$ cat src/rtl/ysyx_25040129_idu_sb.sv
// ----------------------------------------------------------------------------
// ysyx_25040129_idu_sb
//
// Decode-stage scoreboard and output register. It sits between the IFU and
// the EXU. Every integer register has a small counter of in-flight writes.
// A decoded instruction is held back (in_ready=0) while any of these holds:
//   - a source register still has a pending write,
//   - its destination counter is saturated,
//   - the optional CSR scoreboard reports a pending CSR write.
// Accepted instructions are copied into a registered output stage. Retire
// reports from writeback drain the counters. A flush kills the instruction
// held in the output stage and undoes its counter increment.
//
// Optional feature: define YSYX_25040129_IDU_CSR_SB_EN to track one
// outstanding CSR write (csr_pend). Without it, CSR accesses never stall
// and wb_csr_we is ignored.
//
// Parameters
//   REGS_DIG   register-index width (4 = RV32E, 5 = RV32I)
//   CNT_W      width of each per-register pending-write counter
//
// Ports
//   clk, rst                    clock, synchronous active-high reset
//   in_valid / in_ready         IFU-side handshake
//   rs1, rs2, rd                decoded register indices
//   rs1_use, rs2_use, rd_we     source-use and destination-write flags
//   csr_rd_use, csr_we          CSR read-use and CSR write flags
//   out_valid / out_ready       EXU-side handshake
//   out_rd, out_rd_we,
//   out_csr_we                  registered copy of the accepted fields
//   wb_valid, wb_we, wb_rd,
//   wb_csr_we                   writeback retire reports
//   flush                       kill the instruction held in the output stage
//   sb_err                      sticky counter-underflow flag (until rst)
// ----------------------------------------------------------------------------
module ysyx_25040129_idu_sb #(
   parameter int REGS_DIG = 5,
   parameter int CNT_W    = 2
) (
   input  logic                clk,
   input  logic                rst,

   input  logic                in_valid,
   output logic                in_ready,
   input  logic [REGS_DIG-1:0] rs1,
   input  logic [REGS_DIG-1:0] rs2,
   input  logic [REGS_DIG-1:0] rd,
   input  logic                rs1_use,
   input  logic                rs2_use,
   input  logic                rd_we,
   input  logic                csr_rd_use,
   input  logic                csr_we,

   output logic                out_valid,
   input  logic                out_ready,
   output logic [REGS_DIG-1:0] out_rd,
   output logic                out_rd_we,
   output logic                out_csr_we,

   input  logic                wb_valid,
   input  logic                wb_we,
   input  logic                wb_csr_we,
   input  logic [REGS_DIG-1:0] wb_rd,

   input  logic                flush,
   output logic                sb_err
);

   localparam int              NREG    = 1 << REGS_DIG;
   localparam logic [CNT_W-1:0] CNT_MAX = '1;

   logic [CNT_W-1:0]    cnt_q [NREG];
   logic [CNT_W-1:0]    cnt_d [NREG];
   logic [NREG-1:0]     under;

   logic                out_valid_q;
   logic [REGS_DIG-1:0] out_rd_q;
   logic                out_rd_we_q;
   logic                out_csr_we_q;
   logic                sb_err_q;
   logic                sb_err_d;

   logic                rs1_haz;
   logic                rs2_haz;
   logic                rd_sat;
   logic                csr_hazard;
   logic                hazard;
   logic                fire_in;
   logic                flush_kill;

   // Next counter value from the current value, one possible increment and
   // up to two decrements (writeback retire plus flush revert). The MSB of
   // the result flags an underflow; the count then saturates at zero.
   function automatic logic [CNT_W:0] cnt_next(
      input logic [CNT_W-1:0] cur,
      input logic             inc,
      input logic             dec_a,
      input logic             dec_b
   );
      logic [CNT_W+1:0] up;
      logic [CNT_W+1:0] down;
      up   = {2'b00, cur} + {{(CNT_W+1){1'b0}}, inc};
      down = {{CNT_W{1'b0}}, ({1'b0, dec_a} + {1'b0, dec_b})};
      if (up < down) begin
         cnt_next = {1'b1, {CNT_W{1'b0}}};
      end else begin
         cnt_next = {1'b0, CNT_W'(up - down)};
      end
   endfunction

   // ---------------------------------------------------------------------
   // Hazard detection: only registered counter state is consulted, so a
   // retire becomes visible to a dependent instruction one cycle later.
   // ---------------------------------------------------------------------
   assign rs1_haz = rs1_use & (rs1 != '0) & (cnt_q[rs1] != '0);
   assign rs2_haz = rs2_use & (rs2 != '0) & (cnt_q[rs2] != '0);
   assign rd_sat  = rd_we   & (rd  != '0) & (cnt_q[rd]  == CNT_MAX);
   assign hazard  = rs1_haz | rs2_haz | rd_sat | csr_hazard;

   // rst is folded in so nothing is accepted during the reset cycle.
   assign in_ready   = ~rst & ~hazard & ~flush & (~out_valid_q | out_ready);
   assign fire_in    = in_valid & in_ready;

   // A flush only has to undo work when the EXU has not taken the
   // instruction this cycle; with out_ready high it counts as accepted.
   assign flush_kill = flush & out_valid_q & ~out_ready;

   // ---------------------------------------------------------------------
   // Per-register counter next-state. x0 is never tracked.
   // ---------------------------------------------------------------------
   assign cnt_d[0] = '0;
   assign under[0] = 1'b0;

   for (genvar g = 1; g < NREG; g++) begin : g_cnt
      logic           inc;
      logic           dec_wb;
      logic           dec_fl;
      logic [CNT_W:0] nx;

      assign inc    = fire_in & rd_we & (rd == REGS_DIG'(g));
      assign dec_wb = wb_valid & wb_we & (wb_rd == REGS_DIG'(g));
      assign dec_fl = flush_kill & out_rd_we_q & (out_rd_q == REGS_DIG'(g));
      assign nx     = cnt_next(cnt_q[g], inc, dec_wb, dec_fl);

      assign cnt_d[g] = nx[CNT_W-1:0];
      assign under[g] = nx[CNT_W];
   end

   assign sb_err_d = sb_err_q | (|under);

   // ---------------------------------------------------------------------
   // State registers. Priority: rst, then flush, then fire_in.
   // ---------------------------------------------------------------------
   always_ff @(posedge clk) begin
      if (rst) begin
         for (int i = 0; i < NREG; i++) begin
            cnt_q[i] <= '0;
         end
         out_valid_q  <= 1'b0;
         out_rd_q     <= '0;
         out_rd_we_q  <= 1'b0;
         out_csr_we_q <= 1'b0;
         sb_err_q     <= 1'b0;
      end else begin
         for (int i = 0; i < NREG; i++) begin
            cnt_q[i] <= cnt_d[i];
         end
         sb_err_q <= sb_err_d;

         if (flush_kill) begin
            out_valid_q <= 1'b0;
         end else if (fire_in) begin
            out_valid_q  <= 1'b1;
            out_rd_q     <= rd;
            out_rd_we_q  <= rd_we;
            out_csr_we_q <= csr_we;
         end else if (out_ready) begin
            out_valid_q <= 1'b0;
         end
      end
   end

   // ---------------------------------------------------------------------
   // Optional single-entry CSR scoreboard.
   // ---------------------------------------------------------------------
`ifdef YSYX_25040129_IDU_CSR_SB_EN
   logic csr_pend_q;

   assign csr_hazard = (csr_rd_use | csr_we) & csr_pend_q;

   // A new CSR write wins over a same-cycle CSR retire.
   always_ff @(posedge clk) begin
      if (rst) begin
         csr_pend_q <= 1'b0;
      end else if (fire_in & csr_we) begin
         csr_pend_q <= 1'b1;
      end else if ((wb_valid & wb_csr_we) | (flush_kill & out_csr_we_q)) begin
         csr_pend_q <= 1'b0;
      end
   end
`else
   logic unused_csr;

   assign csr_hazard = 1'b0;
   assign unused_csr = wb_csr_we ^ csr_rd_use;
`endif

   assign out_valid  = out_valid_q;
   assign out_rd     = out_rd_q;
   assign out_rd_we  = out_rd_we_q;
   assign out_csr_we = out_csr_we_q;
   assign sb_err     = sb_err_q;

endmodule

$ cat config.mk
export PLATFORM = sky130hd
export DESIGN_NAME = ysyx_25040129_idu_sb
export DESIGN_NICKNAME = d
export VERILOG_FILES = /design/src/rtl/ysyx_25040129_idu_sb.sv
export SDC_FILE = /design/constraint.sdc
export NUM_CORES = 1
export LEC_CHECK = 0
export CAP_MARGIN = 20
export CELL_PAD_IN_SITES_DETAIL_PLACEMENT = 0
export CELL_PAD_IN_SITES_GLOBAL_PLACEMENT = 2
export CORE_AREA = 2 2 140 142
export DETAILED_ROUTE_END_ITERATION = 12
export DIE_AREA = 0 0 142 144
export PLACE_DENSITY = 0.92
export SLEW_MARGIN = 5
export SYNTH_ARGS = -nofsm -noshare
export SYNTH_HDL_FRONTEND = slang
export SYNTH_SLANG_ARGS = --single-unit
$ cat constraint.sdc
create_clock -name clk -period 4.7 [get_ports clk]
set_clock_uncertainty 0.15 [all_clocks]
set_input_delay 0.47 -clock clk [delete_from_list [all_inputs] [get_ports clk]]
set_output_delay 0.47 -clock clk [all_outputs]
set_load 0.01 [all_outputs]
==> summary.md, run 1 <==
| Metric | Value |
|---|---|
| Top FF cell, synth | `dfxtp_1` |
| CTS Buffer Depth | `2` |
| Fillers | `1846` |
| Post-Synthesis Cell Area | `0.00730 mm2` |
| Min Tclk post-route | `between 4 and 5 ns` |
| Synth area leader | `ha_1` |
| GRT Total Usage | `0.233` |
| Post-synth EDFFs | `0` |
| Post-synthesis sequential area ratio | `0.195` |
| Most frequent cells in the layout | `buf_4, nor2_1, ha_1, dfxtp_1, inv_1` |
| Syn_area_per_cell | `roughly 9 um2` |
| Via count | `6714` |
| Period utilisation layout | `0.952` |
| Post-layout net count | `1167` |
| CTS root buf | `clkbuf_16` |
| Startpoint types | `input pin` |
| H-tree levels | `3` |
| CTS Hold Buffers Added | `0` |
| Port Buffer Count | `40` |
| # IOs | `43` |
| Commonest non-fill, non-tap cell in the layout | `buf_4` |
| Vias per cell | `5.50` |
| Final design utilization | `0.498` |
| Flops & latches, synth | `71` |
| Total CTS buffers | `9` |
| Crit path kind | `input pin to flip-flop` |
| Finished Cell Area | `0.00950 mm2` |
| Routed len/inst | `19.3 um` |
| Worst EP arrival | `4.54 ns` |
| Simple-Gate Fraction of Synth Area | `0.264` |
| YS warnings | `0` |
| Dpl ws | `-0.363 ns` |
| Post-synthesis cell count | `813` |
| Final WL | `23500 um` |
| Vias in the first global route | `6526` |
| Max_cap viols | `0` |
| Global route total overflow | `0` |
| N_diodes | `0` |
| Setup WS post-layout | `0.227 ns` |
| Antenna viol nets, final | `0` |
| First-pass GRT wire length | `between 30000 and 40000 um` |
| Starting Density | `0.383` |
| Outcome | `finished clean` |
| Crit-path cells | `clkdlybuf4s50_1 -> buf_6 -> buf_6 -> nor4_4 -> a31oi_1 -> a311o_1 -> o211ai_1 -> o211ai_1 -> or3b_4 -> buf_4 -> nor4b_4 -> ha_2 -> inv_1 -> fa_1 -> o31a_1 -> nor4_2 -> nand4_1 -> nor2_1 -> nor2_1` |
| Area post-placement | `0.00888 mm2` |
| Drt first-iter violations | `530` |
| Compound-Gate Fraction of Synth Area | `0.0518` |
| Worst-margin pin slew | `between 0.8 and 0.9 ns` |
| Dpl hpwl | `approximately 19000 um` |
| Reg2Reg Depth | `17` |
| Die Y | `144 um` |
| Max incr delay on CP | `0.49 ns` |
| Share of flip-flops with an asynchronous set or reset | `0` |
| Slowest cell on the critical path | `fa_1` |
| Fmax | `roughly 0.22 GHz` |
| Family with the most delay on the worst path | `simple AND/OR/NAND/NOR gates` |
| Total core area | `0.0191 mm2` |
| Max-slew violation count | `0` |
| DRC viols | `0` |
| Main combinational cell family by area after synthesis | `adder cells` |
| Die area | `0.0204 mm2` |
| Leakage | `slightly above 0.004 uW` |
| Fin Setup TNS | `0 ns` |
| Syn Nets | `between 1000 and 1500` |
| Cell depth of the worst hold path | `2` |
| CTS clk-pin slew, worst paths | `0.07 ns` |
| Hold Fails Final Rpt | `0` |
| Initial antenna violation count | `0` |
| Synth unique cells | `54` |
| Pwr Total | `1640 uW` |
| CP Max Fanout | `9` |
| Pin count of the biggest net entering global routing | `72` |
| 1st-pass router iterations | `5` |
| Post-synthesis mux area share | `0.0888` |
| Peak VDD IR | `181 uV` |
| Register area | `roughly 0.0014 mm2` |
| PD cells | `173 mW/mm2` |
| Synth Area in XOR/XNOR | `0.0372` |
| Critical path depth in cells | `19` |
| Row count | `51` |
| Max_slew headroom | `0.409` |
| Post-synth top area share | `0.213` |
| Largest cells by area after synthesis | `ha_1, dfxtp_1, fa_1` |
| Clock Sinks | `71` |
| Number of setup violations in the final report | `0` |
| Worst-skew pair later-pin latency | `0.36 ns` |
| Routability cong. | `0.948` |
| Crit path required time | `4.77 ns` |
| Adder-Cell Fraction of Synth Area | `0.298` |
| WP buf/inv | `5` |
| Critical path capture point type | `flip-flop` |
| Area growth from synthesis to layout | `30.1%` |
| Share of layout cells above drive strength 1 | `0.254` |
| HP Class | `flip-flop to flip-flop` |
| CTS tree | `done` |
| Multi-input logic area | `between 0.005 and 0.006 mm2` |
| Die width | `142 um` |
-- synth_stat cells, types with 7 or more instances --
cell type  count
clkbuf_1      22
mux4_2        18
nor2_1       121
nor2b_1       13
a21oi_1       27
nand3_1       17
nor3b_1       44
nor4b_2        8
inv_1         70
ha_1         124
buf_6          8
nand2b_1      11
or3_1          7
nor3_1        66
xor2_1        29
mux2_4         7
fa_1          31
nor4_1        16
mux2i_1       10
nor3_2         9
nand2_1       23
dfxtp_1       71
-- worst reg2reg max path, delay by kind of cell (launching register included) --
family / cells / cell delay [ns]
AO/OA/AOI/OAI: 4 / 0.85
adder cells (fa/ha/maj): 2 / 0.71
buffers and inverters: 3 / 0.40
flip-flops: 1 / 0.36
multiplexers: 1 / 0.34
AND/OR/NAND/NOR: 7 / 1.47
-- sequential cells by signal (all words and copies together) (netlist names) --
signal      flops
cnt_q          62
out_rd_we       1
out_rd          5
out_valid       1
sb_err          1
out_csr_we      1
-- routing by layer --
| layer | part of all wire | track usage | vias to the layer above |
|---|---|---|---|
| met5 | 0 | 0 | - |
| met4 | 0.031 | 0.0779 | 0 |
| met3 | 0.065 | 0.0384 | 46 |
| met2 | 0.48 | 0.395 | 230 |
| li1 | - | - | 3163 |
| met1 | 0.43 | 0.303 | 3275 |
-- layout make-up --
class,instances,share of cell area
inverter,70,0.0277
multi-input combinational,635,0.592
clock buffer,11,0.0266
timing repair buffer,192,0.168
tap,238,0.0314
sequential,71,0.150
clock inverter,4,0.00474
-- repair_timing --
action	in CTS	in global routing
pin swaps	0	23
setup endpoints to repair	1	1
setup buffers	0	7
endpoints found under the hold margin	0	0
gates cloned	0	2
resized for setup	2	46
-- power by group --
part           internal, uW  switching (uW)
clock                   435             298
combinational           132             147
sequential              611            15.6
-- kinds of logic after synthesis --
group                      Yosys count
AOI/OAI and AO/OA                   59
muxes                               37
xor gates and xnor gates            31
adders and majority gates          155
and+or+nand+nor                    352
buffers and inverters              108
DFF                                 71
-- metrics by stage --
stage / cells / hold slack, ns
finish: 1221 / 0.471
global route: 1221 / 0.557
CTS: 1212 / 0.471
detailed placement: 1197 / 0.451
global placement: 1197 / 0.446
floorplan: 813 / 0.463
-- path summary, 6_finish.rpt --
path	start	endpoint	slack [ns]
worst max register to register	cnt_q[5][1]	sb_err	0.31
worst min-delay path	out_csr_we	out_csr_we	0.47
worst max-delay path	rs2[0]	sb_err	0.23
worst min register to register	out_csr_we	out_csr_we	0.47
No activity file was read; power rests on OpenSTA's default activity.
==> inputs of run 2 (changes only) <==
Settings changed: CAP_MARGIN 20 to 10.
==> results of run 2 <==
Same layout as run 1: the final DEF is identical, and so are final timing and power.
